File: src/rtl/serial_adder.sv
// serial_adder: bit-serial WIDTH-bit unsigned adder built from two half_adder
// cells plus an OR (full adder) and a carry flip-flop. One bit pair per clock,
// LSB first, under a start/done handshake.
//
// Ports:
//   clk   - clock, rising edge
//   rst   - asynchronous active-high reset
//   start - request, sampled only in IDLE
//   a, b  - WIDTH-bit operands, captured on the accepting edge
//   sub   - subtract select (only when SERIAL_ADDER_SUB_EN is defined)
//   busy  - high while the operation is running
//   done  - one-cycle pulse, sum/cout valid
//   sum   - WIDTH-bit result (doubles as the result shift register)
//   cout  - final carry (no-borrow flag when subtracting)
//
// Optional feature macro: SERIAL_ADDER_SUB_EN (adds the sub port; a - b via ~b
// and carry-in of 1).

// Half adder cell: combinational sum and carry of two bits.
module half_adder (
  input  logic x,
  input  logic y,
  output logic s_c,
  output logic c_c
);
  assign s_c = x ^ y;
  assign c_c = x & y;
endmodule

module serial_adder #(
  parameter int unsigned WIDTH = 8
) (
  input  logic             clk,
  input  logic             rst,
  input  logic             start,
  input  logic [WIDTH-1:0] a,
  input  logic [WIDTH-1:0] b,
`ifdef SERIAL_ADDER_SUB_EN
  input  logic             sub,
`endif
  output logic             busy,
  output logic             done,
  output logic [WIDTH-1:0] sum,
  output logic             cout
);

  localparam int unsigned CW   = (WIDTH > 1) ? $clog2(WIDTH) : 1;
  localparam logic [CW-1:0] LAST = CW'(WIDTH - 1);

  typedef enum logic [1:0] {
    IDLE = 2'd0,
    RUN  = 2'd1,
    DONE = 2'd2
  } state_t;

  state_t           state;
  logic [WIDTH-1:0] a_sr;
  logic [WIDTH-1:0] b_sr;
  logic             carry;
  logic [CW-1:0]    cnt;

  logic s1_c, c1_c, s2_c, c2_c, carry_next_c;

  // Full adder on the current LSBs and the running carry.
  half_adder u_ha1 (
    .x   (a_sr[0]),
    .y   (b_sr[0]),
    .s_c (s1_c),
    .c_c (c1_c)
  );

  half_adder u_ha2 (
    .x   (s1_c),
    .y   (carry),
    .s_c (s2_c),
    .c_c (c2_c)
  );

  assign carry_next_c = c1_c | c2_c;

  // Control FSM and datapath registers.
  always_ff @(posedge clk or posedge rst) begin
    if (rst) begin
      state <= IDLE;
      busy  <= 1'b0;
      done  <= 1'b0;
      sum   <= '0;
      cout  <= 1'b0;
      carry <= 1'b0;
      cnt   <= '0;
      a_sr  <= '0;
      b_sr  <= '0;
    end else begin
      case (state)
        IDLE: begin
          done <= 1'b0;
          if (start) begin
            a_sr  <= a;
`ifdef SERIAL_ADDER_SUB_EN
            // Two's complement subtract: invert b and inject a carry-in.
            b_sr  <= sub ? ~b : b;
            carry <= sub;
`else
            b_sr  <= b;
            carry <= 1'b0;
`endif
            cnt   <= '0;
            busy  <= 1'b1;
            state <= RUN;
          end
        end

        RUN: begin
          a_sr  <= {1'b0, a_sr[WIDTH-1:1]};
          b_sr  <= {1'b0, b_sr[WIDTH-1:1]};
          // New sum bit enters at the MSB; after WIDTH shifts sum is aligned.
          sum   <= {s2_c, sum[WIDTH-1:1]};
          carry <= carry_next_c;
          cnt   <= cnt + CW'(1);
          if (cnt == LAST) begin
            cout  <= carry_next_c;
            busy  <= 1'b0;
            done  <= 1'b1;
            state <= DONE;
          end
        end

        DONE: begin
          done  <= 1'b0;
          state <= IDLE;
        end

        default: begin
          state <= IDLE;
          busy  <= 1'b0;
          done  <= 1'b0;
        end
      endcase
    end
  end

endmodule

File: config.mk
export PLATFORM = sky130hd
export DESIGN_NAME = serial_adder
export DESIGN_NICKNAME = d
export VERILOG_FILES = /design/src/rtl/serial_adder.sv
export SDC_FILE = /design/constraint.sdc
export NUM_CORES = 1
export LEC_CHECK = 0
export BUFFER_PORTS_ARGS = -buffer_cell sky130_fd_sc_hd__buf_2
export CAP_MARGIN = 30
export CORE_MARGIN = 2
export CORE_UTILIZATION = 48
export DETAILED_ROUTE_END_ITERATION = 16
export GPL_TIMING_DRIVEN = 1
export PLACE_DENSITY = 0.86
export RECOVER_POWER = 25
export SLEW_MARGIN = 20
export SYNTH_ARGS = -nofsm -noshare
export SYNTH_HDL_FRONTEND = slang
export SYNTH_HIERARCHICAL = 1
export SYNTH_SLANG_ARGS = --single-unit
File: constraint.sdc
create_clock -name clk -period 1.05 [get_ports clk]
set_input_delay 0.105 -clock clk [delete_from_list [all_inputs] [get_ports clk]]
set_output_delay 0.105 -clock clk [all_outputs]
set_load 0.005 [all_outputs]
==> results of run 1 <==
-- stage by stage --
stage	util, %	setup slack, ps
floorplan	-	-45.5
global placement	62.3	-114
global route	72.4	-248
CTS	68.9	-163
finish	72.4	-200
detailed placement	62.3	-177
-- kinds of logic after synthesis --
family	after synthesis	synth area share [%]
AOI/OAI and AO/OA	34	16.8
and+or+nand+nor	64	21.5
muxes	1	0.642
adders and majority gates	4	3.21
DFF	33	53.0
buffers and inverters	14	4.90
-- layer usage --
layer | GRT usage (%) | up-vias | wire length (µm)
li1 | - | 638 | -
met1 | 31.6 | 708 | 1830
met2 | 34.3 | 49 | 2160
met3 | 6.18 | 11 | 201
met4 | 9.01 | 0 | 101
met5 | 0 | - | 0
-- critical path, cell delays in order, from the launching register on --
cell	delay, ps
dfrtp_2	510
buf_6	170
nor2b_4	200
and2_1	190
a21oi_1	80
-- power groups by stage --
stage	Sequential, mW	Combinational, mW	Clock [mW]
after floorplan	2.20	1.73	0
after global placement	2.23	2.40	0
after detailed placement	2.26	2.55	0
after CTS	2.27	2.76	1.21
after global routing	2.38	3.43	1.25
final	2.33	3.14	1.21
-- flip-flops by register name (all words and copies together) (netlist names) --
signal,flops
a_sr,8
b_sr,8
sum,8
cnt,3
state,2
busy,1
carry,1
cout,1
done,1
-- worst max-delay path by stage --
stage	to	cells past startpoint	slack [ps]	start
after detailed placement	b_sr[1]	4	-180	state[1]
final	cout	4	-200	state[1]
after global routing	cnt[0]	5	-250	state[0]
after floorplan	sum[7]	4	-50	b_sr[0]
after CTS	b_sr[2]	5	-160	state[0]
after global placement	b_sr[1]	4	-110	state[1]
-- synthesized netlist by cell type, drive strengths merged --
| library cell | instances | area share [%] |
|---|---|---|
| buf | 8 | 3.5 |
| and2 | 1 | 0.40 |
| o22a | 4 | 2.2 |
| nor4bb | 3 | 1.9 |
| inv | 6 | 1.4 |
| o21bai | 1 | 0.72 |
| nand3b | 2 | 0.96 |
| o21ai | 7 | 2.2 |
| nand2b | 1 | 0.40 |
| nor2b | 6 | 2.9 |
| a221oi | 4 | 3.9 |
| nor3b | 9 | 4.3 |
| dfrtp | 33 | 53 |
| nand2 | 32 | 7.7 |
| a22oi | 3 | 1.4 |
| a21oi | 10 | 3.2 |
| ha | 4 | 3.2 |
| a22o | 2 | 1.1 |
| nor2 | 10 | 2.9 |
| o21a | 1 | 0.48 |
| o221a | 2 | 1.4 |
| mux2i | 1 | 0.64 |
-- layout make-up --
cell class | count | area (µm²) | area share (%)
clock inverter | 3 | 65.1 | 2.92
clock buffer | 5 | 37.5 | 1.69
timing repair buffer | 57 | 434 | 19.5
multi-input combinational | 103 | 785 | 35.2
tap | 44 | 55.1 | 2.47
sequential | 33 | 828 | 37.2
inverter | 6 | 22.5 | 1.01
-- what timing repair did --
item	CTS	global route
pin swaps	6	13
endpoints found under the setup margin	33	33
endpoints found under the hold margin	34	0
gates resized for setup	12	16
hold buffers	2	0
gates cloned	1	1
buffers inserted	3	4
==> impl_metrics.csv, run 1 <==
group,metric,value,unit
outcome,status,"finished with violations",
outcome,failed_checks,"setup timing",
power,clkPwrFrac,18.1,%
placed_design,place_area,1920,µm²
sta,final_hold_viol_count,0,
synth,synth-seq-area-share,53.0,%
drt,route.detailed.drc,0,
worst_setup_path,crit_fanout,10,
grt,grt_pass1_vias,1324,
placed_design,place_inst,232,
synth,synth.distinct_cells,27,
power,p_seq_share,34.9,%
sta,period_share,119,%
power,sw_frac_of_total,36.5,%
grt,grt_max_degree,34,
sta,max_slew_margin,69.6,%
floorplanning,pin_count,30,
power,p_int,4.24,mW
cells_and_area,area_delta_synth_final,42.9,%
sta,finalWorstSetupSlack,-200,ps
sta,tightest_slew,456,ps
floorplanning,die-area,3720,µm²
drt,routed_wl,4290,µm
clock_tree,cts_buffers,5,
sta,fmax,800,MHz
placed_design,numPortBuffers,29,
placed_design,hpwl,2380,µm
grt,grt_pass1_wl,6150,µm
power,power_leakage,1.07,nW
synth,ys_seq_elements,33,
job,cap_viol_max_count,0,
placed_design,gp_congestion,0.765,
cells_and_area,mostFrequentLayoutCells,"nand2_1 (32), dfrtp_1 (31), buf_2 (29)",
clock_tree,cts.sinks,33,
drt,wl_per_cell,17.1,µm
sta,fin_hold_ws,3.61,ps
synth,yosys_warnings,6,
worst_setup_path,setup.worst_path.class,"register to register",
sta,finalSetupViolCount,33,
cells_and_area,fin_area,2230,µm²
synth,syn_nets,173,
clock_tree,cts.clk_slew.worst_paths,120,ps
worst_setup_path,r2r-end,"cout",
power,comb_power_share,47.0,%
floorplanning,num_rows,20,
floorplanning,die_y,61.0,µm
worst_setup_path,r2r_slack,-200,ps
synth,syn_inst,150,
synth,avgSynthCellArea,10.4,µm²
synth,syn_area,1560,µm²
cells_and_area,layout_commonest_cell,"nand2_1",
sta,fin_skew,11.3,ps
drt,ant_nets,0,
cells_and_area,antenna_cells,0,
min_path,hold_depth,3,
clock_tree,cts_tree,"yes",
drt,drt_iter0_drc,63,
worst_setup_path,worstSetupEndpointType,"register",
clock_tree,root_buffer,"clkbuf_4",
min_path,hp-class,"input port to register",
min_path,min_from,"b[7]",
cells_and_area,fin_cells,251,
grt,antenna_found_initial,0,
drt,vias,1406,
power,p_total,6.68,mW
cells_and_area,drive_gt1_share,46.4,%
floorplanning,die_w,61.0,µm
clock_tree,cts.htree.levels,2,
worst_setup_path,cp_data_required_time,1300,ps
worst_setup_path,r2r_cells,4,
power,switchingPower,2.43,mW
min_path,hold_end,"b_sr[7]",
power,ir_worst_vdd,1400,µV
worst_setup_path,worstReg2RegStart,"state[1]",
sta,slew_violations,0,
sta,fin_crit,1250,ps
floorplanning,initial_utilization,50.7,%
floorplanning,core_area,3080,µm²
grt,grt_overflow,0,
clock_tree,insertion_delay,350,ps
sta,tns,-4820,ps
drt,first_pass_iters,4,
power,cellPowerDensity,3000,nW/µm²
clock_tree,clk_path_buf_depth,2,
worst_setup_path,cp-start-kind,"register",
cells_and_area,fillers,200,
worst_setup_path,cp.arrival,1500,ps
sta,rsz0062_at_grt,"true",
cells_and_area,fin_nets,229,
drt,viasPerCell,5.60,
grt,grtUsageTotal,22.8,%
Note: power is estimated with default switching activity, not from simulation.
==> run 2: changes to the inputs <==
--- a/config.mk
+++ b/config.mk
@@ -5,8 +5,8 @@
 export SDC_FILE = /design/constraint.sdc
 export NUM_CORES = 1
 export LEC_CHECK = 0
-export BUFFER_PORTS_ARGS = -buffer_cell sky130_fd_sc_hd__buf_2
-export CAP_MARGIN = 30
+export BUFFER_PORTS_ARGS = -buffer_cell sky130_fd_sc_hd__buf_4
+export CAP_MARGIN = 15
 export CORE_MARGIN = 2
 export CORE_UTILIZATION = 48
 export DETAILED_ROUTE_END_ITERATION = 16
==> run 2 against run 1 <==
  * The run still ends with setup timing left
  * Sequential power about the same
  * Register-to-register slack improved by 40 ps
  * Worst setup slack improved by 39 ps
  * Combinational power increased by 9.6%
  * Clock power decreased by 39%
  * Non-clock buffer count increased by 4
  * First-iteration DRC count increased by 25%
  * Total power decreased by 2.3%
  * Final area increased by 4.3%
  * Fmax increased by 3.2%
  * Critical endpoint is now a_sr[3]
  * Largest cell class unchanged
  * Largest power group unchanged
==> impl_metrics.csv, run 2 (synthesis results as in run 1) <==
group,metric,value,unit
outcome,status,"finished with violations",
outcome,failed_checks,"setup timing",
floorplanning,initial_utilization,50.7,%
clock_tree,cts.sinks,33,
drt,wl_per_cell,16.1,µm
grt,grt_pass1_wl,6530,µm
cells_and_area,fin_nets,233,
drt,route.detailed.drc,0,
cells_and_area,antenna_cells,0,
floorplanning,die_w,61.0,µm
sta,final_hold_viol_count,0,
worst_setup_path,cp.arrival,1460,ps
floorplanning,num_rows,20,
sta,fin_hold_ws,116,ps
drt,wl_met1,1690,µm
cells_and_area,area_delta_synth_final,49.0,%
worst_setup_path,crit_chain,"buf_6 > o21bai_4 > a221oi_2",
cells_and_area,fin_area,2320,µm²
cells_and_area,mostFrequentLayoutCells,"buf_4 (44), nand2_1 (32), dfrtp_1 (31)",
sta,slew_violations,0,
power,p_total,6.52,mW
power,cellPowerDensity,2810,nW/µm²
drt,vias,1332,
grt,grt_overflow,0,
cells_and_area,drive_gt1_share,45.7,%
grt,grtUsageTotal,24.9,%
sta,finalWorstSetupSlack,-161,ps
sta,period_share,115,%
grt,antenna_found_initial,0,
worst_setup_path,cp-start-kind,"register",
floorplanning,die_y,61.0,µm
worst_setup_path,cp.buffers_inverters,1,
floorplanning,core_area,3080,µm²
clock_tree,cts_tree,"yes",
cells_and_area,layout_commonest_cell,"buf_4",
grt,grt_pass1_vias,1357,
sta,fin_skew,9.10,ps
sta,fin_crit,1210,ps
drt,wl_met2,2180,µm
cells_and_area,fin_util,75.4,%
clock_tree,cts_buffers,5,
cells_and_area,fillers,196,
job,cap_viol_max_count,0,
worst_setup_path,worstSetupEndpointType,"register",
worst_setup_path,cp_slowest_cell,"dfrtp_2",
drt,top_layer_used,"met4",
sta,rsz0062_at_grt,"true",
cells_and_area,top_regs,"a_sr: 8 flops, b_sr: 8 flops, sum: 8 flops",
power,ir_worst_vdd,1420,µV
sta,finalSetupViolCount,33,
drt,first_pass_iters,4,
clock_tree,cts.htree.levels,2,
drt,ant_nets,0,
drt,wl_met3,137,µm
clock_tree,cts.clk_slew.worst_paths,100,ps
worst_setup_path,setup.worst_path.class,"register to register",
worst_setup_path,cp_data_required_time,1300,ps
floorplanning,pin_count,30,
placed_design,place_area,2000,µm²
placed_design,numPortBuffers,29,
clock_tree,clk_path_buf_depth,2,
drt,routed_wl,4080,µm
min_path,hp-class,"input port to register",
placed_design,dp_slack,-141,ps
clock_tree,insertion_delay,340,ps
power,power_leakage,1.10,nW
sta,tightest_slew,451,ps
sta,fmax,826,MHz
worst_setup_path,r2r_slack,-160,ps
clock_tree,root_buffer,"clkbuf_4",
worst_setup_path,cpPeakStageDelay,480,ps
floorplanning,die-area,3720,µm²
grt,grt_max_degree,34,
sta,max_slew_margin,69.9,%
worst_setup_path,crit_fanout,8,
worst_setup_path,crit_family,"flip-flops",
drt,drt_iter0_drc,79,
drt,viasPerCell,5.24,
placed_design,gp_congestion,0.799,
placed_design,hpwl,2340,µm
[run 2: per-layer routing]
metal,up-vias,GRT usage (%)
met5,-,0
met4,0,12.7
met3,9,6.40
met2,30,41.2
met1,657,29.9
li1,636,-
[run 2: worst min-delay path, delay by kind of cell]
| kind | cells | cell delay [ps] |
|---|---|---|
| buffers and inverters | 1 | 70 |
| AND/OR/NAND/NOR | 1 | 90 |
| AO/OA/AOI/OAI | 1 | 160 |
[run 2: worst paths after layout]
check | depth (start not counted) | startpoint | end
setup / recovery | 3 | state[1] | a_sr[3]
hold / removal | 3 | b[6] | b_sr[6]
setup reg to reg | 3 | state[1] | a_sr[3]
hold reg to reg | 2 | sum[1] | sum[0]
max in group asynchronous | 4 | rst | state[0]
min in group asynchronous | 4 | rst | busy
[run 2: final cells by class]
class,count,area (µm²),area share [%]
Inverter,6,22.5,0.970
Timing Repair Buffer,61,541,23.3
Tap cell,44,55.1,2.37
Clock buffer,7,55.1,2.37
Sequential cell,33,828,35.7
Multi-Input combinational cell,103,821,35.3
[run 2: per-stage QoR]
stage	std cells	TNS [ps]
after CTS	251	-2490
final	254	-3260
after detailed placement	232	-2460
after global placement	232	-1740
after floorplan	150	-280
after global routing	254	-4870
[run 2: report_power, final]
part | internal [mW] | leakage (nW) | switching, mW | total (mW)
Clock | 0.316 | 0.0314 | 0.417 | 0.733
Combinational | 1.92 | 0.665 | 1.52 | 3.44
Sequential | 1.87 | 0.400 | 0.483 | 2.35
[run 2: timing repair]
item                                    4_1_cts  5_1_grt
resized for setup                            26       12
hold buffers                                  3        0
setup buffers                                 9        3
pin swaps                                    15        4
hold endpoints to repair                     35        0
endpoints found under the setup margin       32       33
